[config.mk]
export PLATFORM = sky130hd
export DESIGN_NAME = lsu
export DESIGN_NICKNAME = d
export VERILOG_FILES = /design/src/rtl/lsu_pkg.sv /design/src/rtl/lsu_format.sv /design/src/rtl/lsu.sv
export SDC_FILE = /design/constraint.sdc
export NUM_CORES = 1
export LEC_CHECK = 0
export BUFFER_PORTS_ARGS = -buffer_cell sky130_fd_sc_hd__buf_2
export CORE_UTILIZATION = 40
export CTS_CLUSTER_SIZE = 20
export DETAILED_ROUTE_END_ITERATION = 16
export PLACE_DENSITY_LB_ADDON = 0.3
export SYNTH_ARGS = -nofsm -noshare
export SYNTH_HDL_FRONTEND = slang
export SYNTH_SLANG_ARGS = --single-unit
[constraint.sdc]
create_clock -name clk -period 4.4 [get_ports clk]
set_clock_uncertainty 0.05 [all_clocks]
set_input_delay 0.88 -clock clk [delete_from_list [all_inputs] [get_ports clk]]
set_output_delay 0.88 -clock clk [all_outputs]
set_load 0.1 [all_outputs]
[src/rtl/lsu_pkg.sv]
// lsu_pkg: FSM states, funct3 codes and access-decoding helpers for the load/store unit
package lsu_pkg;
  typedef enum logic [1:0] {IDLE, REQ, WAIT, DONE} lsu_state_t;
  localparam logic [2:0] F3_B  = 3'b000;
  localparam logic [2:0] F3_H  = 3'b001;
  localparam logic [2:0] F3_W  = 3'b010;
  localparam logic [2:0] F3_BU = 3'b100;
  localparam logic [2:0] F3_HU = 3'b101;
  function automatic logic f3_legal(input logic [2:0] f3, input logic store);
    return (f3 == F3_B || f3 == F3_H || f3 == F3_W) || (!store && (f3 == F3_BU || f3 == F3_HU));
  endfunction
  function automatic logic misaligned(input logic [2:0] f3, input logic [1:0] lo);
    return (f3[1:0] == 2'b01 && lo[0]) || (f3[1:0] == 2'b10 && lo != 2'b00);
  endfunction
  function automatic logic [3:0] byte_en(input logic [2:0] f3, input logic [1:0] lo);
    return f3[1:0] == 2'b00 ? 4'b0001 << lo : f3[1:0] == 2'b01 ? 4'b0011 << lo : 4'b1111;
  endfunction
  function automatic logic [31:0] store_data(input logic [2:0] f3, input logic [31:0] wd);
    return f3[1:0] == 2'b00 ? {4{wd[7:0]}} : f3[1:0] == 2'b01 ? {2{wd[15:0]}} : wd;
  endfunction
endpackage

[src/rtl/lsu_format.sv]
// lsu_format: selects the addressed lane of a read word and sign/zero-extends it
module lsu_format
  import lsu_pkg::*;
(
  input  logic [31:0] rdata,
  input  logic [1:0]  addr_lo,
  input  logic [2:0]  funct3,
  output logic [31:0] read_data
);
  logic [7:0]  b;
  logic [15:0] h;
  always_comb begin
    b = rdata[{addr_lo, 3'b000} +: 8];
    h = rdata[{addr_lo[1], 4'b0000} +: 16];
    read_data = funct3 == F3_B  ? {{24{b[7]}}, b} :
                funct3 == F3_BU ? {24'b0, b} :
                funct3 == F3_H  ? {{16{h[15]}}, h} :
                funct3 == F3_HU ? {16'b0, h} : rdata;
  end
endmodule

[src/rtl/lsu.sv]
// lsu: load/store unit bridging the core to a req/gnt + rvalid data bus, stalling until done
module lsu
  import lsu_pkg::*;
#(
  parameter int AW = 32,
  parameter int DW = 32
) (
  input  logic          clk,
  input  logic          reset,
  input  logic          MemRead,
  input  logic          MemWrite,
  input  logic [2:0]    Funct3,
  input  logic [AW-1:0] Addr,
  input  logic [DW-1:0] WriteData,
  output logic [DW-1:0] ReadData,
  output logic          Stall,
  output logic          AccessFault,
  output logic          bus_req,
  output logic          bus_we,
  output logic [AW-1:0] bus_addr,
  output logic [3:0]    bus_be,
  output logic [DW-1:0] bus_wdata,
  input  logic          bus_gnt,
  input  logic          bus_rvalid,
  input  logic [DW-1:0] bus_rdata,
  input  logic          bus_err
);
  lsu_state_t    state_q, state_d;
  logic [AW-1:0] addr_q, addr_d;
  logic [3:0]    be_q, be_d;
  logic          we_q, we_d, err_q, err_d;
  logic [DW-1:0] wdata_q, wdata_d, rdata_q, rdata_d;
  logic [2:0]    f3_q, f3_d;
  logic [DW-1:0] fmt;
  logic          req, legal;
  assign req   = MemRead | MemWrite;
  assign legal = f3_legal(Funct3, MemWrite) && !misaligned(Funct3, Addr[1:0]);
  lsu_format u_format (
    .rdata    (bus_rdata),
    .addr_lo  (addr_q[1:0]),
    .funct3   (f3_q),
    .read_data(fmt)
  );
  always_comb begin
    state_d = state_q;
    addr_d  = addr_q;
    be_d    = be_q;
    we_d    = we_q;
    wdata_d = wdata_q;
    f3_d    = f3_q;
    err_d   = err_q;
    rdata_d = rdata_q;
    case (state_q)
      IDLE: if (req && legal) begin
        state_d = REQ;
        addr_d  = Addr;
        be_d    = byte_en(Funct3, Addr[1:0]);
        we_d    = MemWrite;
        wdata_d = MemWrite ? store_data(Funct3, WriteData) : '0;
        f3_d    = Funct3;
      end
      REQ: state_d = bus_gnt ? WAIT : REQ;
      WAIT: if (bus_rvalid) begin
        state_d = DONE;
        err_d   = bus_err;
        rdata_d = (we_q || bus_err) ? '0 : fmt;
      end
      default: state_d = IDLE;
    endcase
  end
  always_ff @(posedge clk or negedge reset) begin
    if (!reset) begin
      state_q <= IDLE;
      addr_q  <= '0;
      be_q    <= '0;
      we_q    <= 1'b0;
      wdata_q <= '0;
      f3_q    <= '0;
      err_q   <= 1'b0;
      rdata_q <= '0;
    end else begin
      state_q <= state_d;
      addr_q  <= addr_d;
      be_q    <= be_d;
      we_q    <= we_d;
      wdata_q <= wdata_d;
      f3_q    <= f3_d;
      err_q   <= err_d;
      rdata_q <= rdata_d;
    end
  end
  // Bus fields are only driven while the request is outstanding.
  assign bus_req     = state_q == REQ;
  assign bus_we      = bus_req & we_q;
  assign bus_addr    = bus_req ? {addr_q[AW-1:2], 2'b00} : '0;
  assign bus_be      = bus_req ? be_q : '0;
  assign bus_wdata   = bus_req ? wdata_q : '0;
  assign ReadData    = rdata_q;
  assign Stall       = (state_q == IDLE && req && legal) || state_q == REQ || state_q == WAIT;
  assign AccessFault = (state_q == IDLE && req && !legal) || (state_q == DONE && err_q);
endmodule

==> results.cfg, run 1 <==
[run_status]
outcome = complete, no violations

[routing]
vias = 5236
drt-total-wl_mm = 16.9
drc_errors = 0
drt_iter0_drc = 324
wl_per_cell_um = 17.7
ant_nets = 0
dr.pass1.iters = 5
post_drt_via_cell_ratio = 5.49

[clocking]
clock-sinks = 107
cts_made_buffers = 9
cts-root-buf = clkbuf_16
clk_pin_slew_ns = 0.07
ctsResizeCount = 0
htreeDepth = 3
ctsLongestPathBuffers = 2
cts_tree = built
cts_setup_buffers = 0
cts-hold-fix-buffers = 0
worstSkewPairLatency_ns = 0.35

[grt]
globalRouteMet1Util_pct = 29.0
grt_util_met3_pct = 7.04
grt.met2_usage_pct = 35.1
grt_pass1_vias = 5331
grt_antenna_before_repair = 0
grt_max_degree = 70
grt_pass1_wl_mm = 27.7
overflow = 0
busiest_layer = met2
grt_util_all_layers_pct = 22.3

[worst_setup_path]
cp-end-kind = output port
cpPeakStageDelay_ns = 0.88
critical_path_arrival_ns = 2.70
cp_slowest_cell = dfrtp_1
path_class = reg -> out
cp.required_ns = 3.47
path_cells = clkinv_1 -> nor3_1 -> buf_2
critPathLaunchType = flip-flop
crit_fanout = 26

[synthesis]
ys_warn_count = 0
synthesis.area_um2 = 6010
async_reset_ff_share_pct = 100
yosys_most_used_dff = dfrtp_1
ys_types = 49
syn_area_per_cell_um2 = 10.2
synth_edf_count = 0
synth_seq_cells = 107
synth_top_cell_by_area = dfrtp_1
syn_inst = 592
yosys.area.top_type_share_pct = 44.5
synth_area_leaders = dfrtp_1 (45%), mux2_2 (9.6%), mux2i_1 (6.0%)
yosysSeqAreaShare_pct = 44.5

[floorplan]
die_area_um2 = 15500
rows = 44
fp.dieH_um = 125
die_x_um = 125
core_um2 = 14600
start_util_pct = 41.2
floorplan.io_pins = 210

[timing]
rsz0062_at_grt = no
max_freq_mhz = 275
hold_viol = 0
finalSetupTns_ns = 0
fin_crit_ns = 3.63
slew_headroom_pct = 34.5
finalCritPeriodShare_pct = 82.5
worst_pin_slew_ns = 0.982
finalSetupViolCount = 0
slew_violations = 0

[placement]
dp.final_hpwl_mm = 12.2
gp_congestion = 0.835
portBuffers = 207

[cells_and_area]
drive_above_1_share_pct = 39.4
final_common_cell = buf_2
diodes = 0
seq_area_um2 = 2680
synthToLayoutAreaGrowth_pct = 22.8
final_cell_mix = buf_2 (206), dfrtp_1 (107), and3_1 (51), mux2_2 (51), nand2_1 (44)
multiInputGateArea_um2 = 2960
nFillCells = 1345
fin_nets = 874

[hold_path]
hold_class = in -> async

[job]
cap_violations = 0
-- synth_stat cells, types with 2 or more instances --
library cell    n
and3_1         51
o21ai_1        13
a21oi_2        10
or2_2           2
clkbuf_1       31
a2bb2oi_1       3
nor2_1         26
dfrtp_1       107
a222oi_1        4
nor3_1         20
a21o_1          7
a22o_1          4
buf_2          14
mux2_2         51
mux2i_1        36
nor2b_1        17
ha_1            4
buf_6           3
a21oi_1        11
a31oi_1         2
nand3_1         2
buf_1           5
buf_4           2
mux4_2          4
o22ai_1        11
nand2b_1        4
nand2_1        44
a21boi_0        8
a41oi_1         3
mux4_1          4
o21ai_0        28
a221o_1        14
inv_1          31
-- stage by stage --
stage | instances | util, % | hold WS [ns] | area (um^2) | setup WS, ns
finish | 953 | 50.6 | 0.419 | 7380 | 0.768
global route | 953 | 50.6 | 0.445 | 7380 | 0.464
CTS | 953 | 50.6 | 0.426 | 7380 | 0.737
detailed placement | 937 | 48.6 | 0.419 | 7090 | 1.01
global placement | 937 | 48.6 | 0.407 | 7090 | 1.10
floorplan | 593 | - | 0.422 | 6020 | 0.110
-- logic make-up after synthesis --
| logic type | share of synthesized area [%] |
|---|---|
| simple gates | 14.6 |
| compound gates | 14.5 |
| flops | 44.5 |
| mux | 19.0 |
| buf+inv | 6.47 |
| fa+ha+maj | 0.833 |
| other cells | 0.0624 |
-- final cells by class --
cell class                      count  area share (%)
Clock buffer                       10            3.24
Clock inverter                      6           0.661
Inverter                           32            1.63
Multi-Input combinational cell    398            40.1
Sequential cell                   107            36.3
Tap cell                          184            3.12
Timing Repair Buffer              216            15.0
-- final timing paths --
check	from	depth (start not counted)	slack (ns)	end
worst min register to register	ReadData[3]$_DFFE_PN0P_	2	0.43	ReadData[3]$_DFFE_PN0P_
min in group clk	ReadData[3]$_DFFE_PN0P_	2	0.43	ReadData[3]$_DFFE_PN0P_
max in group asynchronous	reset	2	2.94	ReadData[14]$_DFFE_PN0P_
worst max-delay path	state_q[0]$_DFFE_PN0P_	3	0.77	bus_wdata[26]
worst max register to register	state_q[0]$_DFFE_PN0P_	3	1.67	f3_q[0]$_DFFE_PN0P_
worst min-delay path	reset	1	0.42	wdata_q[29]$_DFFE_PN0P_
-- state kept, by name, indices dropped and copies added, names as in the netlist --
name      flops
be_q          4
ReadData     32
wdata_q      32
addr_q       32
we_q          1
err_q         1
f3_q          3
state_q       2
-- critical path: cells and delay by family (launching register included) --
kind,cells,cell delay (ns)
buf+inv,2,1.10
flops,1,0.88
simple gates,1,0.37
-- per-layer routing --
metal  vias to the layer above  part of all wire (%)
li1                       2449                     -
met1                      2530                    43
met2                       236                    47
met3                        21                   8.8
met4                         0                   1.6
met5                         -                     0
Power of run 1 is left out: the tool's default activity adds up to more than one toggle a clock period on the data nets, which glitch-free logic cannot reach.
==> run 2, diff against run 1 <==
==> constraint.sdc (replaced) <==
create_clock -name clk -period 3.3 [get_ports clk]
set_clock_uncertainty 0.05 [all_clocks]
set_input_delay 0.66 -clock clk [delete_from_list [all_inputs] [get_ports clk]]
set_output_delay 0.66 -clock clk [all_outputs]
set_load 0.1 [all_outputs]
==> run 2 against run 1 <==
First-iteration DRC count shrank 12%; global-route usage is 0.37 points higher; largest cell class unchanged; die area did not move; flip-flop and latch count unchanged; cell count rose by 0.94%; register-to-register slack worse by 0.64 ns; count of clock-buffer cells in the layout up 1; sequential share of layout area shrank 2.2 points; hold slack worse by 0.16 ns.
==> results.cfg, run 2 (synthesized netlist as in run 1, its figures left out) <==
[run_status]
outcome = complete, no violations

[job]
cap_violations = 0

[worst_setup_path]
critPathLaunchType = flip-flop
cp-end-kind = output port
critical_path_arrival_ns = 2.34
path_class = reg -> out
reg2reg_slack_ns = 1.03
path_cells = clkinv_1 -> nor3_2 -> buf_12
worstReg2RegEnd = ReadData[9]$_DFFE_PN0P_
crit_fanout = 18
cpPeakStageDelay_ns = 0.68
cp.required_ns = 2.59
reg2reg_from = addr_q[0]$_DFFE_PN0P_
cp_slowest_cell = clkinv_1
ff2ff_path_depth = 5

[routing]
drt-total-wl_mm = 17.3
dr.pass1.iters = 5
wl_per_cell_um = 17.9
drt_iter0_drc = 285
ant_nets = 0
vias = 5295
post_drt_via_cell_ratio = 5.50
drc_errors = 0

[cells_and_area]
synthToLayoutAreaGrowth_pct = 30.9
fin_util_pct = 53.9
final_common_cell = buf_2
design_area_um2 = 7870
stdcell_count = 962
final_cell_mix = buf_2 (187), dfrtp_1 (107), and3_1 (51), mux2_2 (51), nand2_1 (44)
nFillCells = 1303
drive_above_1_share_pct = 42.1
fin_nets = 882

[clocking]
cts-root-buf = clkbuf_16
htreeDepth = 3
clk_pin_slew_ns = 0.07
worstSkewPairLatency_ns = 0.36
ctsLongestPathBuffers = 2
clock-sinks = 107
cts_setup_buffers = 0
cts_made_buffers = 9
ctsResizeCount = 0
cts_tree = built
cts-hold-fix-buffers = 0

[placement]
place_area_um2 = 7540
portBuffers = 207
dp_cells = 945
gp_congestion = 0.884
dp.final_hpwl_mm = 12.6

[grt]
overflow = 0
grt_max_degree = 54
grt_antenna_before_repair = 1
grt_pass1_vias = 5373
grt_pass1_wl_mm = 28.1
grt_util_all_layers_pct = 22.7

[timing]
finalSetupViolCount = 0
rsz0062_at_grt = no
finalCritPeriodShare_pct = 92.3
max_freq_mhz = 328
slew_headroom_pct = 46.0
fin_crit_ns = 3.05
finalSetupTns_ns = 0
slew_violations = 0
hold_viol = 0
worst_pin_slew_ns = 0.810

[power_and_ir_drop]
pwr_density_cell_nw_per_um2 = 1160
p_leak_nw = 4.15
ir_drop_v = 0.000819

[floorplan]
die_area_um2 = 15500
fp.dieH_um = 125
start_util_pct = 41.2
core_um2 = 14600
rows = 44
floorplan.io_pins = 210
die_x_um = 125

[hold_path]
hold_class = in -> async
## run 2: cell count changes in the layout (fill, tap and decap cells not counted), sizes merged
cell / delta
buf: +8
clkinvlp: +1
diode: +1
clkbuf: +1
clkinv: -4
bufinv: +2
## run 2: how the worst max path moves through the flow
| stage | endpoint | slack, ns | from | depth (start not counted) |
|---|---|---|---|---|
| finish | bus_wdata[7] | 0.25 | state_q[0]$_DFFE_PN0P_ | 3 |
| global route | bus_wdata[31] | 0.11 | state_q[0]$_DFFE_PN0P_ | 3 |
| CTS | bus_wdata[7] | 0.25 | state_q[0]$_DFFE_PN0P_ | 3 |
| detailed placement | wdata_q[28]$_DFFE_PN0P_ | 0.41 | Addr[1] | 9 |
| global placement | wdata_q[28]$_DFFE_PN0P_ | 0.53 | Addr[1] | 9 |
| floorplan | AccessFault | -0.46 | Funct3[1] | 5 |
## run 2: stage by stage
| stage | total power [mW] | worst slack [ns] | hold WS [ns] |
|---|---|---|---|
| finish | 9.15 | 0.255 | 0.257 |
| global route | 9.58 | 0.110 | 0.305 |
| CTS | 9.21 | 0.246 | 0.278 |
| detailed placement | 7.99 | 0.413 | 0.419 |
| global placement | 7.88 | 0.534 | 0.409 |
| floorplan | 6.80 | -0.460 | 0.314 |
## run 2: final cells by class
type	instances	area [um^2]	area share, %
Antenna cell	1	2.50	0.0318
Clock buffer	11	243	3.09
Clock inverter	5	85.1	1.08
Inverter	32	120	1.53
Multi-Input combinational cell	398	3040	38.7
Sequential cell	107	2680	34.0
Tap cell	184	230	2.93
Timing Repair Buffer	224	1460	18.6
## run 2: critical path: cells and delay by family, from the launching register on
kind / cells / cell delay, ns
buffers and inverters: 2 / 0.90
AND/OR/NAND/NOR: 1 / 0.51
flip-flops: 1 / 0.56
## run 2: power by group
part | switching [mW] | internal (mW)
Combinational | 4.20 | 1.40
Sequential | 0.452 | 1.91
Clock | 0.493 | 0.690
Total | 5.15 | 4.00
## run 2: metal layers
metal / track usage [%] / up-vias / wire length (um)
li1: - / 2459 / -
met1: 29.5 / 2580 / 7400
met2: 35.5 / 233 / 8100
met3: 7.22 / 23 / 1410
met4: 7.73 / 0 / 357
met5: 0 / - / 0
Note: power is estimated with default switching activity, not from simulation.
==> run 3, diff against run 2 <==
==> constraint.sdc (replaced) <==
create_clock -name clk -period 2.9 [get_ports clk]
set_clock_uncertainty 0.05 [all_clocks]
set_input_delay 0.58 -clock clk [delete_from_list [all_inputs] [get_ports clk]]
set_output_delay 0.58 -clock clk [all_outputs]
set_load 0.1 [all_outputs]
==> run 3 against run 2 <==
Critical path depth increased by 5; die area is the same; sequential share of layout area down 2.8 points; critical path type is now in -> out.
==> results.cfg, run 3 (synthesized netlist as in run 1, its figures left out) <==
[clocking]
cts_setup_buffers = 0
cts-hold-fix-buffers = 0
ctsLongestPathBuffers = 2
cts_made_buffers = 9
htreeDepth = 3
worstSkewPairLatency_ns = 0.35
cts-root-buf = clkbuf_16
cts_tree = built
clock-sinks = 107
clk_pin_slew_ns = 0.07
ctsResizeCount = 0

[floorplan]
die_x_um = 125
rows = 44
die_area_um2 = 15500
core_um2 = 14600
start_util_pct = 41.2
floorplan.io_pins = 210
fp.dieH_um = 125

[timing]
hold_viol = 0
slew_violations = 0
worst_pin_slew_ns = 0.939
finalSetupViolCount = 0
rsz0062_at_grt = no
max_freq_mhz = 380
finalCritPeriodShare_pct = 90.8
fin_crit_ns = 2.63
slew_headroom_pct = 37.4
finalSetupTns_ns = 0

[run_status]
outcome = complete, no violations

[grt]
grt_pass1_wl_mm = 29.2
overflow = 0
grt_antenna_before_repair = 4
grt_util_all_layers_pct = 23.7
grt_pass1_vias = 5559
grt_max_degree = 67

[power_and_ir_drop]
total_power_mw = 11.1
ir_drop_v = 0.000677
pwr_density_cell_nw_per_um2 = 1300
p_leak_nw = 4.28

[worst_setup_path]
cp-end-kind = output port
critical_path_arrival_ns = 2.00
reg2reg_slack_ns = 0.65
cp.required_ns = 2.27
path_class = in -> out
crit_fanout = 5
critPathLaunchType = input port

[cells_and_area]
fin_util_pct = 58.7
final_common_cell = buf_2
drive_above_1_share_pct = 40.2
fin_nets = 882
synthToLayoutAreaGrowth_pct = 42.4
final_cell_mix = buf_2 (136), dfrtp_1 (107), buf_12 (71), and3_1 (51), mux2_2 (51)

[routing]
post_drt_via_cell_ratio = 5.56
vias = 5355
drt_iter0_drc = 374
wl_per_cell_um = 18.8
drc_errors = 0
dr.pass1.iters = 6
drt-total-wl_mm = 18.1
ant_nets = 0

[hold_path]
hold_class = in -> async

[placement]
portBuffers = 207
dp.final_hpwl_mm = 13.5
gp_congestion = 0.873

[job]
cap_violations = 0
==> run 3: critical path: stages <==
cell,delay (ns)
buf_2,0.13
inv_1,0.10
ha_1,0.18
nand2b_1,0.07
a221oi_2,0.39
a211oi_1,0.19
a21oi_4,0.17
buf_12,0.19
==> run 3: worst paths after layout <==
path,cells after the start,startpoint,end
max,8,Addr[1],Stall
min,1,reset,ReadData[17]$_DFFE_PN0P_
max reg2reg,5,state_q[0]$_DFFE_PN0P_,f3_q[0]$_DFFE_PN0P_
min reg2reg,2,ReadData[3]$_DFFE_PN0P_,ReadData[3]$_DFFE_PN0P_
max in group asynchronous,2,reset,wdata_q[11]$_DFFE_PN0P_
min in group clk,2,Addr[14],addr_q[14]$_DFFE_PN0P_
==> run 3: power breakdown <==
group	internal (mW)	switching [mW]	leakage [nW]
clock network	0.693	0.612	0.152
logic	2.25	4.96	2.78
registers	2.18	0.448	1.35
total	5.12	6.02	4.28
==> run 3: layer usage <==
layer / global-route usage (%) / vias to the layer above / part of all wire [%]
met5: 0 / - / 0.13
met4: 8.72 / 4 / 2.4
met3: 10.1 / 36 / 11
met2: 37.1 / 269 / 47
met1: 28.8 / 2586 / 39
li1: - / 2460 / -
==> run 3: area by class of cell <==
class                      count  area [um^2]
antenna                        2         5.00
clock buffer                   9          225
clock inverter                 7         91.3
fill                        1245         6030
inverter                      32          120
multi-input combinational    398         2980
sequential                   107         2680
tap                          184          230
timing repair buffer         224         2230
==> run 3: metrics by stage <==
step	instances	hold WS, ns	instance area (um^2)	setup slack, ns
finish	963	0.165	8560	0.266
global route	963	0.202	8560	0.174
CTS	961	0.188	8560	0.259
detailed placement	945	0.416	8240	0.253
global placement	945	0.406	8240	0.327
floorplan	593	0.234	6040	-0.624
